## config.mk

```make
export PLATFORM = sky130hd
export DESIGN_NAME = bus_master_if
export DESIGN_NICKNAME = d
export VERILOG_FILES = /design/src/rtl/bus_master_if.sv
export SDC_FILE = /design/constraint.sdc
export NUM_CORES = 1
export LEC_CHECK = 0
export ABC_CLOCK_PERIOD_IN_PS = 2200
export BUFFER_PORTS_ARGS = -buffer_cell sky130_fd_sc_hd__buf_2
export CORE_ASPECT_RATIO = 1.1
export CORE_MARGIN = 5
export CORE_UTILIZATION = 50
export DETAILED_ROUTE_END_ITERATION = 10
export MAX_ROUTING_LAYER = met4
export PLACE_DENSITY = 0.83
export SYNTH_ARGS = -nofsm -noshare
export SYNTH_HDL_FRONTEND = slang
export SYNTH_SLANG_ARGS = --single-unit
export TNS_END_PERCENT = 10
```

## constraint.sdc

```tcl
create_clock -name clk -period 2.2 [get_ports clk]
set_clock_uncertainty 0.05 [all_clocks]
set_input_delay 0.11 -clock clk [delete_from_list [all_inputs] [get_ports clk]]
set_output_delay 0.11 -clock clk [all_outputs]
set_load 0.02 [all_outputs]
```

## src/rtl/bus_master_if.sv

```systemverilog
// rtl/bus_master_if.sv - bus-master request/grant/strobe handshake with per-access ready timeout
module bus_master_if #(
    parameter int TIMEOUT = 16
) (
    input  logic        clk,
    input  logic        reset,
    input  logic        req_valid,
    input  logic        req_rw,
    input  logic [29:0] req_addr,
    input  logic [31:0] req_wr_data,
    output logic        busy,
    output logic        done,
    output logic        err,
    output logic [31:0] rd_data,
    output logic        m_req_n,
    input  logic        m_grnt_n,
    output logic        m_as_n,
    output logic        m_rw,
    output logic [29:0] m_addr,
    output logic [31:0] m_wr_data,
    input  logic [31:0] m_rd_data,
    input  logic        m_rdy_n
);

    typedef enum logic [1:0] {IDLE, REQ, ACCESS} state_t;

    localparam logic [7:0] CNT_LAST = 8'(TIMEOUT - 1);

    state_t      state_q, state_d;
    logic [7:0]  cnt_q, cnt_d;
    logic        m_req_n_q, m_req_n_d;
    logic        m_as_n_q, m_as_n_d;
    logic        m_rw_q, m_rw_d;
    logic [29:0] m_addr_q, m_addr_d;
    logic [31:0] m_wr_data_q, m_wr_data_d;
    logic [31:0] rd_data_q, rd_data_d;
    logic        done_q, done_d;
    logic        err_q, err_d;

    always_ff @(posedge clk) begin
        if (reset) begin
            state_q     <= IDLE;
            cnt_q       <= 8'd0;
            m_req_n_q   <= 1'b1;
            m_as_n_q    <= 1'b1;
            m_rw_q      <= 1'b1;
            m_addr_q    <= 30'd0;
            m_wr_data_q <= 32'd0;
            rd_data_q   <= 32'd0;
            done_q      <= 1'b0;
            err_q       <= 1'b0;
        end else begin
            state_q     <= state_d;
            cnt_q       <= cnt_d;
            m_req_n_q   <= m_req_n_d;
            m_as_n_q    <= m_as_n_d;
            m_rw_q      <= m_rw_d;
            m_addr_q    <= m_addr_d;
            m_wr_data_q <= m_wr_data_d;
            rd_data_q   <= rd_data_d;
            done_q      <= done_d;
            err_q       <= err_d;
        end
    end

    always_comb begin
        state_d = state_q;
        case (state_q)
            IDLE:    if (req_valid) state_d = REQ;
            REQ:     if (!m_grnt_n) state_d = ACCESS;
            ACCESS:  if (!m_rdy_n || cnt_q == CNT_LAST) state_d = IDLE;
            default: state_d = IDLE;
        endcase
    end

    // Ready has priority over the timeout on the final counted cycle.
    always_comb begin
        cnt_d       = cnt_q;
        m_req_n_d   = m_req_n_q;
        m_as_n_d    = m_as_n_q;
        m_rw_d      = m_rw_q;
        m_addr_d    = m_addr_q;
        m_wr_data_d = m_wr_data_q;
        rd_data_d   = rd_data_q;
        done_d      = 1'b0;
        err_d       = 1'b0;
        case (state_q)
            IDLE: begin
                if (req_valid) begin
                    m_req_n_d   = 1'b0;
                    m_rw_d      = req_rw;
                    m_addr_d    = req_addr;
                    m_wr_data_d = req_wr_data;
                end
            end
            REQ: begin
                if (!m_grnt_n) begin
                    m_as_n_d = 1'b0;
                    cnt_d    = 8'd0;
                end
            end
            ACCESS: begin
                if (!m_rdy_n) begin
                    if (m_rw_q) rd_data_d = m_rd_data;
                    done_d    = 1'b1;
                    m_req_n_d = 1'b1;
                    m_as_n_d  = 1'b1;
                end else if (cnt_q == CNT_LAST) begin
                    rd_data_d = 32'd0;
                    done_d    = 1'b1;
                    err_d     = 1'b1;
                    m_req_n_d = 1'b1;
                    m_as_n_d  = 1'b1;
                end else begin
                    cnt_d = cnt_q + 8'd1;
                end
            end
            default: begin
                m_req_n_d = 1'b1;
                m_as_n_d  = 1'b1;
            end
        endcase
    end

    assign busy      = (state_q != IDLE);
    assign done      = done_q;
    assign err       = err_q;
    assign rd_data   = rd_data_q;
    assign m_req_n   = m_req_n_q;
    assign m_as_n    = m_as_n_q;
    assign m_rw      = m_rw_q;
    assign m_addr    = m_addr_q;
    assign m_wr_data = m_wr_data_q;

endmodule
```

# After elaboration in Yosys (flattened, before gate mapping)
# Index checks and enable logic that the tools add are counted.
# word_totals
wordCells	58
inputBits	100
regBits	109
output_inout_bits	100
# classes
bitwise	4
reduce_logical	14
eq_ne	10
mux	19
addsub	1
# ops
op	count
two-way mux 32 bit	3
two-way mux 8 bit	3
one-hot mux 8 bit (2 select lines)	1
AND reduction 3 bit	4
!= test 2 bit, second input constant	5
adder 8 x 1 -> 8 bit, second input constant	1
== test 8 x 4 -> 1 bit, second input constant	1
two-way mux 1 bit	6
two-way mux 2 bit	3
one-hot mux 1 bit (3 select lines)	2
one-hot mux 2 bit (3 select lines)	1
nonzero test 2 bit	3
inverter 1 bit	4
AND reduction 4 bit	1
!= test 3 bit, second input constant	1
OR reduction 3 bit	1
== test 2 x 1 -> 1 bit, second input constant	1
== test 2 bit, second input constant	1
zero test 2 bit	1
!= test 2 x 1 -> 1 bit, second input constant	1
AND reduction 2 bit	1
OR reduction 2 bit	1
zero test 1 bit	1
logical OR 1 bit	1

# Logic depth before layout (Yosys ltp)
# Gate-level depths: netlist of the first run.
# depth
ltp_word	4
mapped_depth	6
ltp_nobuf	4

# Worst setup path after synthesis of the first run
# OpenSTA, ideal clock, no wires.
# synth_path
path_type	register -> register
startpoint	reg cnt_q[0]
endpoint	reg cnt_q[4]
n_path_buf	0
setup_slack_ns	0.701
synth_period_minus_slack_ns	1.499
stages_incl_launch_ff	5
required_ns	2.080
arrival_time_ns	1.379
setup_time_ns	0.070
path_cell_list	dfxtp_1 > ha_1 > nand3_1 > or4_1 > a21oi_1
# synth_via
elab_chain_cells	4
elab_cells_between_ends	7
cone_classes	1 x add/sub; 2 x eq/ne; 3 x mux; 1 x reduce/logical
# synth_lines
item	line_no	rtl
start: declaration	30	logic [7:0] cnt_q, cnt_d;
start signal: assignment	54	cnt_q <= cnt_d;
adder 8 x 1 -> 8 bit	115	cnt_d = cnt_q + 8'd1;
two-way mux 8 bit	108	end else if (cnt_q == CNT_LAST) begin
two-way mux 8 bit	103	if (!m_rdy_n) begin
one-hot mux 8 bit (2 select lines)	87	case (state_q)
# Several ways; a longest one is shown, not always the timed one. The select of a mux whose other input is x is not followed.
# A chain may end at the register's enable or synchronous reset.

# Final worst setup path of the first run
# layout_path
startpoint	reg state_q[1]
endpoint	reg m_addr_q[8] (netlist: m_addr[8])
# layout_via
elab_chain_cells	2
# layout_lines
item	line_no	rtl
start: declaration	29	state_t state_q, state_d;
start signal: assignment	53	state_q <= state_d;
zero test 2 bit	87	
AND reduction 2 bit (no line)	--	
end signal: assignment	58	m_addr_q <= m_addr_d;
end: declaration	34	logic [29:0] m_addr_q, m_addr_d;
# No other way between the ends.

==> results.py, run 1 <==
metrics = {
    "status": {
        "run_status": "completed",
    },
    "clock_tree": {
        "postCtsHoldBufs": 63,
        "post_cts.repair.setup_buffers": 0,
        "clock_insertion_delay_worst_skew_ns": 0.36,
        "clkSlewWorstSetupHoldPaths_ns": 0.10,
        "ctsHtreeMaxLevel": 3,
        "tritoncts_num_sinks": 109,
        "master_cell_of_the_clock_root_buffer": "sky130_fd_sc_hd__clkbuf_8",
        "cts_tree": "done",
        "total_cts_buffers": 9,
        "postcts_resize_cnt": 0,
        "clockBufferDepth": 2,
    },
    "route": {
        "avgViaCountPerCell": 5.48,
        "post_dr_wirelength_cell_um": 16.7,
        "detailedRoute.firstIterationViolations": 304,
        "drt_wl_total_mm": 15.6,
        "dr.pass1.iters": 8,
        "route.vias.total": 5101,
        "route.detailed.drc": 0,
        "detail-route-antenna-nets": 0,
    },
    "sta": {
        "number_of_failing_setup_endpoints_in_the_final_timing_report": 0,
        "max_freq_mhz": 548,
        "final.period_utilization": 0.830,
        "tightest_slew_ns": 0.943,
        "hold_viol_final": 0,
        "fin_crit_ns": 1.83,
        "timing.hold.ws_ns": 0.0137,
        "report.final.slew_viol_count": 0,
        "final_sum_of_negative_setup_slack_ns": 0,
        "timing.max_slew.rel_slack": 0.371,
        "grt_setup_unrepaired": "false",
    },
    "synthesis": {
        "synth-edff-count": 0,
        "synth_fp_nets": 671,
        "avgSynthCellArea_um2": 8.38,
        "synth_seq_area_share": 0.457,
        "synth-main-ff-cell": "sky130_fd_sc_hd__dfxtp_1",
        "asr_flop_ratio_synth": 0,
        "synth.cell_area_um2": 4770,
        "synth_cell_type_count": 35,
        "cell_count_after_synthesis": 570,
        "synthesis.yosys.warnings": 0,
        "postSynthRegisterBits": 109,
    },
    "cells_and_area": {
        "final_cells": 931,
        "layout.cells.most_common_list": "198 x sky130_fd_sc_hd__buf_2, 161 x sky130_fd_sc_hd__nand2_1, 109 x sky130_fd_sc_hd__dfxtp_1, 67 x sky130_fd_sc_hd__a21oi_1, 63 x sky130_fd_sc_hd__dlygate4sd3_1",
        "final_layout_size_suffix_gt1_frac": 0.293,
        "area_growth_synth_to_finish_pct": 40.8,
        "final_common_cell": "sky130_fd_sc_hd__buf_2",
        "layout.nets": 908,
    },
    "floorplan": {
        "initial_utilization": 0.511,
        "io_pins": 200,
        "design.core.area_um2": 9350,
        "die_x_um": 103,
        "die_area_um2": 11600,
        "die_h_um": 112,
        "rows": 37,
    },
    "power": {
        "power.internal_mw": 3.19,
        "pwr-share-comb": 0.186,
        "power.share.switching": 0.276,
        "peakVddDrop_uv": 421,
        "cellPowerDensity_nw_per_um2": 657,
        "cellLeakagePower_nw": 3.23,
        "p_switching_mw": 1.22,
        "clkPwrFrac": 0.329,
        "seq_power_share": 0.485,
    },
    "global_routing": {
        "grt_start_max_net_pins": 102,
        "vias_in_the_first_global_route": 5148,
        "gr_overflow_total": 0,
        "grt_pass1_wl_mm": 24.6,
        "grt_antenna_before_repair": 1,
        "grt_util_all_layers": 0.270,
    },
    "placement": {
        "place_inst": 850,
        "dp_hpwl_mm": 9.23,
        "place.port_buffers": 199,
        "routabilityCongestion": 0.798,
    },
    "setup_path": {
        "worst_r2r_path_depth": 4,
        "critical_path.cell_chain": "or3b_2, buf_4, nand2_1, a21oi_1",
        "cp_max_fo": 26,
        "reg2reg_to": "m_addr[8]",
        "worst_path_largest_cell_delay_ns": 0.77,
        "worst_ep_arrival_time_ns": 1.99,
        "critPathSlowestCell": "sky130_fd_sc_hd__or3b_2",
        "timing.critical_path.to_type": "flop",
        "critPathLaunchType": "flop",
        "worst_case_register_to_register_setup_slack_ns": 0.37,
        "critical_path.reg2reg.startpoint": "state_q[1]",
        "required_ns": 2.36,
        "worstSetupPathType": "flop to flop",
    },
    "hold_path": {
        "timing.hold.worst_path_depth": 3,
        "min-delay-path-class": "input pin to flop",
        "holdPathEnd": "state_q[0]",
        "hold_path.startpoint": "m_grnt_n",
    },
    "job": {
        "max_capacitance_violation_count": 0,
    },
}
## worst max path at each step
stage / start / endpoint / cells after the start
2_1_floorplan: cnt_q[0] / cnt_q[4] / 4
3_3_place_gp: state_q[1] / m_wr_data[30] / 4
3_5_place_dp: state_q[1] / m_addr[7] / 4
4_1_cts: state_q[1] / m_wr_data[31] / 4
5_1_grt: state_q[1] / m_addr[8] / 4
6_report: state_q[1] / m_addr[8] / 4
## routing by layer
metal	global-route usage	part of all wire	vias to the layer above
li1	-	-	2410
met1	0.324	0.39	2352
met2	0.432	0.48	301
met3	0.0715	0.11	38
met4	0.0993	0.026	0
met5	-	0	-
## area by class of cell
class,instances,area (um^2)
clock inverter,7,120
timing repair buffer,276,1780
antenna,2,5.00
sequential,109,2180
inverter,2,7.51
fill,661,2630
tap,117,146
clock buffer,9,124
multi-input combinational,409,2350
## worst max-delay path: cells and delay by family, from the launching register on
kind                   cells  cell delay, ns
AOI/OAI and AO/OA          1            0.08
buffers and inverters      1            0.27
DFF                        1            0.40
and+or+nand+nor            2            0.87
## cell usage after synthesis (2+ instances only)
cell type,number,share of area
sky130_fd_sc_hd__a211oi_1,2,0.0031
sky130_fd_sc_hd__a21o_1,2,0.0031
sky130_fd_sc_hd__a21oi_1,67,0.070
sky130_fd_sc_hd__buf_1,6,0.0047
sky130_fd_sc_hd__buf_2,17,0.018
sky130_fd_sc_hd__buf_6,4,0.0094
sky130_fd_sc_hd__clkbuf_1,22,0.017
sky130_fd_sc_hd__dfxtp_1,109,0.46
sky130_fd_sc_hd__inv_1,2,0.0016
sky130_fd_sc_hd__mux2i_1,38,0.080
sky130_fd_sc_hd__nand2_1,161,0.13
sky130_fd_sc_hd__nand2b_1,3,0.0039
sky130_fd_sc_hd__nand3_1,2,0.0021
sky130_fd_sc_hd__nand3b_1,7,0.011
sky130_fd_sc_hd__nor2_1,3,0.0024
sky130_fd_sc_hd__nor2b_1,32,0.042
sky130_fd_sc_hd__nor3_1,2,0.0021
sky130_fd_sc_hd__nor4_1,3,0.0039
sky130_fd_sc_hd__nor4bb_1,32,0.067
sky130_fd_sc_hd__o21ai_0,31,0.032
sky130_fd_sc_hd__o21ai_1,3,0.0031
sky130_fd_sc_hd__o31ai_1,2,0.0031
sky130_fd_sc_hd__or3b_1,3,0.0055
sky130_fd_sc_hd__or3b_2,4,0.0073
sky130_fd_sc_hd__or4_1,3,0.0047
## power by group through the flow
| stage | combinational [mW] | sequential, mW | clock [mW] |
|---|---|---|---|
| after floorplan | 0.316 | 2.29 | 0 |
| after global placement | 0.689 | 2.17 | 0 |
| after detailed placement | 0.709 | 2.18 | 0 |
| after CTS | 0.797 | 2.13 | 1.48 |
| after global routing | 0.883 | 2.15 | 1.57 |
| final | 0.820 | 2.14 | 1.45 |
## per-stage QoR
stage          total power [mW]   util  area [um^2]  setup slack [ns]
2_1_floorplan              2.61      -         4770             0.701
3_3_place_gp               2.86  0.625         5840             0.478
3_5_place_dp               2.89  0.625         5840             0.435
4_1_cts                    4.41  0.718         6720             0.410
5_1_grt                    4.61  0.718         6720             0.304
6_report                   4.41  0.719         6720             0.374
## state kept, by name (all words and copies together), names as in the netlist
register and count:
cnt_q 8, done 1, err 1, m_addr 30
m_as_n 1, m_req_n 1, m_rw 1, m_wr_data 32
rd_data 32, state_q 2
## cells by family (layout without fill, tap and decap cells)
kind of cell	Yosys count	after routing	synth area share
AND/OR/NAND/NOR	260	260	0.289
multiplexers	38	38	0.0797
flip-flops	109	109	0.457
buffers and inverters	52	294	0.0519
other	0	2	0
AO/OA/AOI/OAI	110	110	0.120
adder cells (fa/ha/maj)	1	1	0.00262
Power figures use the tool's default switching activity.
==> run 2: changes to the inputs <==
Settings changed: ABC_CLOCK_PERIOD_IN_PS 2200 to 1750, CORE_UTILIZATION 50 to 48, PLACE_DENSITY 0.83 to 0.8.
Clock period 2.2 ns to 1.75 ns, I/O delays scaled along.
==> run 2 against run 1 <==
  * Die area up 3.8%
  * Count of clock-buffer cells in the layout unchanged
  * Utilization down 3.3 points
  * Register-to-register slack worse by 0.32 ns
  * Largest cell class unchanged
  * Highest routed layer unchanged
==> results.py, run 2 (synthesized netlist as in run 1, its figures left out) <==
metrics = {
    "floorplan": {
        "initial_utilization": 0.487,
        "rows": 38,
        "io_pins": 200,
        "design.core.area_um2": 9790,
        "die_h_um": 115,
        "die_x_um": 105,
        "die_area_um2": 12000,
    },
    "sta": {
        "max_freq_mhz": 591,
        "grt_setup_unrepaired": "true",
        "final_sum_of_negative_setup_slack_ns": 0,
        "timing.max_slew.rel_slack": 0.438,
        "report.final.slew_viol_count": 0,
        "final.period_utilization": 0.967,
        "number_of_failing_setup_endpoints_in_the_final_timing_report": 0,
        "fin_crit_ns": 1.69,
        "timing.final.ws_setup_ns": 0.0575,
        "hold_viol_final": 0,
        "tightest_slew_ns": 0.843,
    },
    "cells_and_area": {
        "seq_area_um2": 2180,
        "multi_input_comb_area_um2": 2360,
        "utilization_after_layout": 0.685,
        "final_layout_size_suffix_gt1_frac": 0.293,
        "final_common_cell": "sky130_fd_sc_hd__buf_2",
        "final_cells": 934,
        "area_growth_synth_to_finish_pct": 40.6,
        "filler_cell_count": 746,
        "layout.nets": 909,
        "layout.cells.most_common_list": "198 x sky130_fd_sc_hd__buf_2, 161 x sky130_fd_sc_hd__nand2_1, 109 x sky130_fd_sc_hd__dfxtp_1, 67 x sky130_fd_sc_hd__a21oi_1, 65 x sky130_fd_sc_hd__dlygate4sd3_1",
        "layout.cell_area.non_filler_um2": 6710,
    },
    "global_routing": {
        "gr_overflow_total": 0,
        "grt_start_max_net_pins": 87,
        "grt_antenna_before_repair": 1,
        "vias_in_the_first_global_route": 5051,
        "grt_util_all_layers": 0.253,
        "grt_pass1_wl_mm": 24.3,
    },
    "setup_path": {
        "reg2reg_to": "cnt_q[5]",
        "cp_num_cells": 3,
        "required_ns": 2.02,
        "worst_path_largest_cell_delay_ns": 0.59,
        "critical_path.cell_chain": "nand3b_1, or4_1, a21oi_1",
        "critPathLaunchType": "flop",
        "startpoint": "state_q[1]",
        "worstSetupPathType": "flop to flop",
        "gate_family_responsible_for_the_most_delay_along_the_worst_path": "simple AND/OR/NAND/NOR gates",
        "worst_r2r_path_depth": 3,
        "crit_end": "cnt_q[5]",
        "worst_case_register_to_register_setup_slack_ns": 0.06,
        "cp_max_fo": 11,
        "worst_ep_arrival_time_ns": 1.96,
        "timing.critical_path.to_type": "flop",
        "critical_path_buf_inv_count": 0,
        "critical_path.reg2reg.startpoint": "state_q[1]",
        "critPathSlowestCell": "sky130_fd_sc_hd__or4_1",
    },
    "power": {
        "cellLeakagePower_nw": 3.23,
        "peakVddDrop_uv": 512,
        "cellPowerDensity_nw_per_um2": 791,
    },
    "placement": {
        "place_inst": 852,
        "dp_hpwl_mm": 9.11,
        "place.port_buffers": 199,
        "routabilityCongestion": 0.759,
        "preCtsSetupSlack_ns": 0.0993,
        "post_dp_cell_area_um2": 5850,
    },
    "clock_tree": {
        "clock_insertion_delay_worst_skew_ns": 0.37,
        "tritoncts_num_sinks": 109,
        "master_cell_of_the_clock_root_buffer": "sky130_fd_sc_hd__clkbuf_8",
        "total_cts_buffers": 9,
        "clkSlewWorstSetupHoldPaths_ns": 0.11,
        "ctsHtreeMaxLevel": 3,
        "cts_tree": "done",
        "clockBufferDepth": 2,
        "post_cts.repair.setup_buffers": 0,
    },
    "route": {
        "route.detailed.drc": 0,
        "avgViaCountPerCell": 5.42,
        "post_dr_wirelength_cell_um": 16.3,
        "route.vias.total": 5058,
        "detail-route-antenna-nets": 0,
        "detailedRoute.firstIterationViolations": 334,
        "drt_wl_total_mm": 15.2,
        "dr.pass1.iters": 5,
    },
    "status": {
        "run_status": "completed",
    },
    "job": {
        "max_capacitance_violation_count": 0,
    },
    "hold_path": {
        "min-delay-path-class": "input pin to flop",
        "hold_path.startpoint": "m_rdy_n",
    },
}
-- run 2: area by class of cell --
cell class	count	area share
multi-input combinational	409	0.351
sequential	109	0.325
timing repair buffer	277	0.269
tap	120	0.0224
clock buffer	9	0.0184
clock inverter	7	0.0121
inverter	2	0.00112
antenna	1	0.000373
-- run 2: through the flow --
step | total power [mW] | hold WS, ns
2_1_floorplan | 3.28 | 0.162
3_3_place_gp | 3.59 | 0.251
3_5_place_dp | 3.62 | 0.258
4_1_cts | 5.31 | 0.0768
5_1_grt | 5.54 | 0.111
6_report | 5.31 | 0.0990
-- run 2: routing by layer --
metal / up-vias / track usage / wire (um)
li1: 2414 / - / -
met1: 2342 / 0.304 / 6110
met2: 260 / 0.402 / 7220
met3: 42 / 0.0609 / 1450
met4: 0 / 0.115 / 456
met5: - / - / 0
-- run 2: how the worst min path moves through the flow --
stage                  endpoint  slack (ns)  cells past startpoint
floorplan                  m_rw        0.16                      2
global placement           m_rw        0.25                      3
detailed placement         m_rw        0.26                      3
CTS                     m_req_n        0.08                      3
global route        rd_data[24]        0.11                      4
finish                  m_req_n         0.1                      3
-- run 2: where the power goes --
group	leakage [nW]	switching, mW	total (mW)	internal (mW)
clock network	0.106	0.902	1.59	0.686
logic	2.23	0.588	1.04	0.448
registers	0.890	0.0751	2.68	2.61
-- run 2: worst min-delay path, stage by stage --
cell                       delay (ns)
sky130_fd_sc_hd__buf_2           0.18
sky130_fd_sc_hd__o211ai_1        0.11
sky130_fd_sc_hd__a21o_1          0.11
-- run 2: timing repair --
item	in CTS	in global routing
gates resized for setup	0	1
hold buffers	65	0
setup endpoints to repair	0	28
endpoints found under the hold margin	64	0
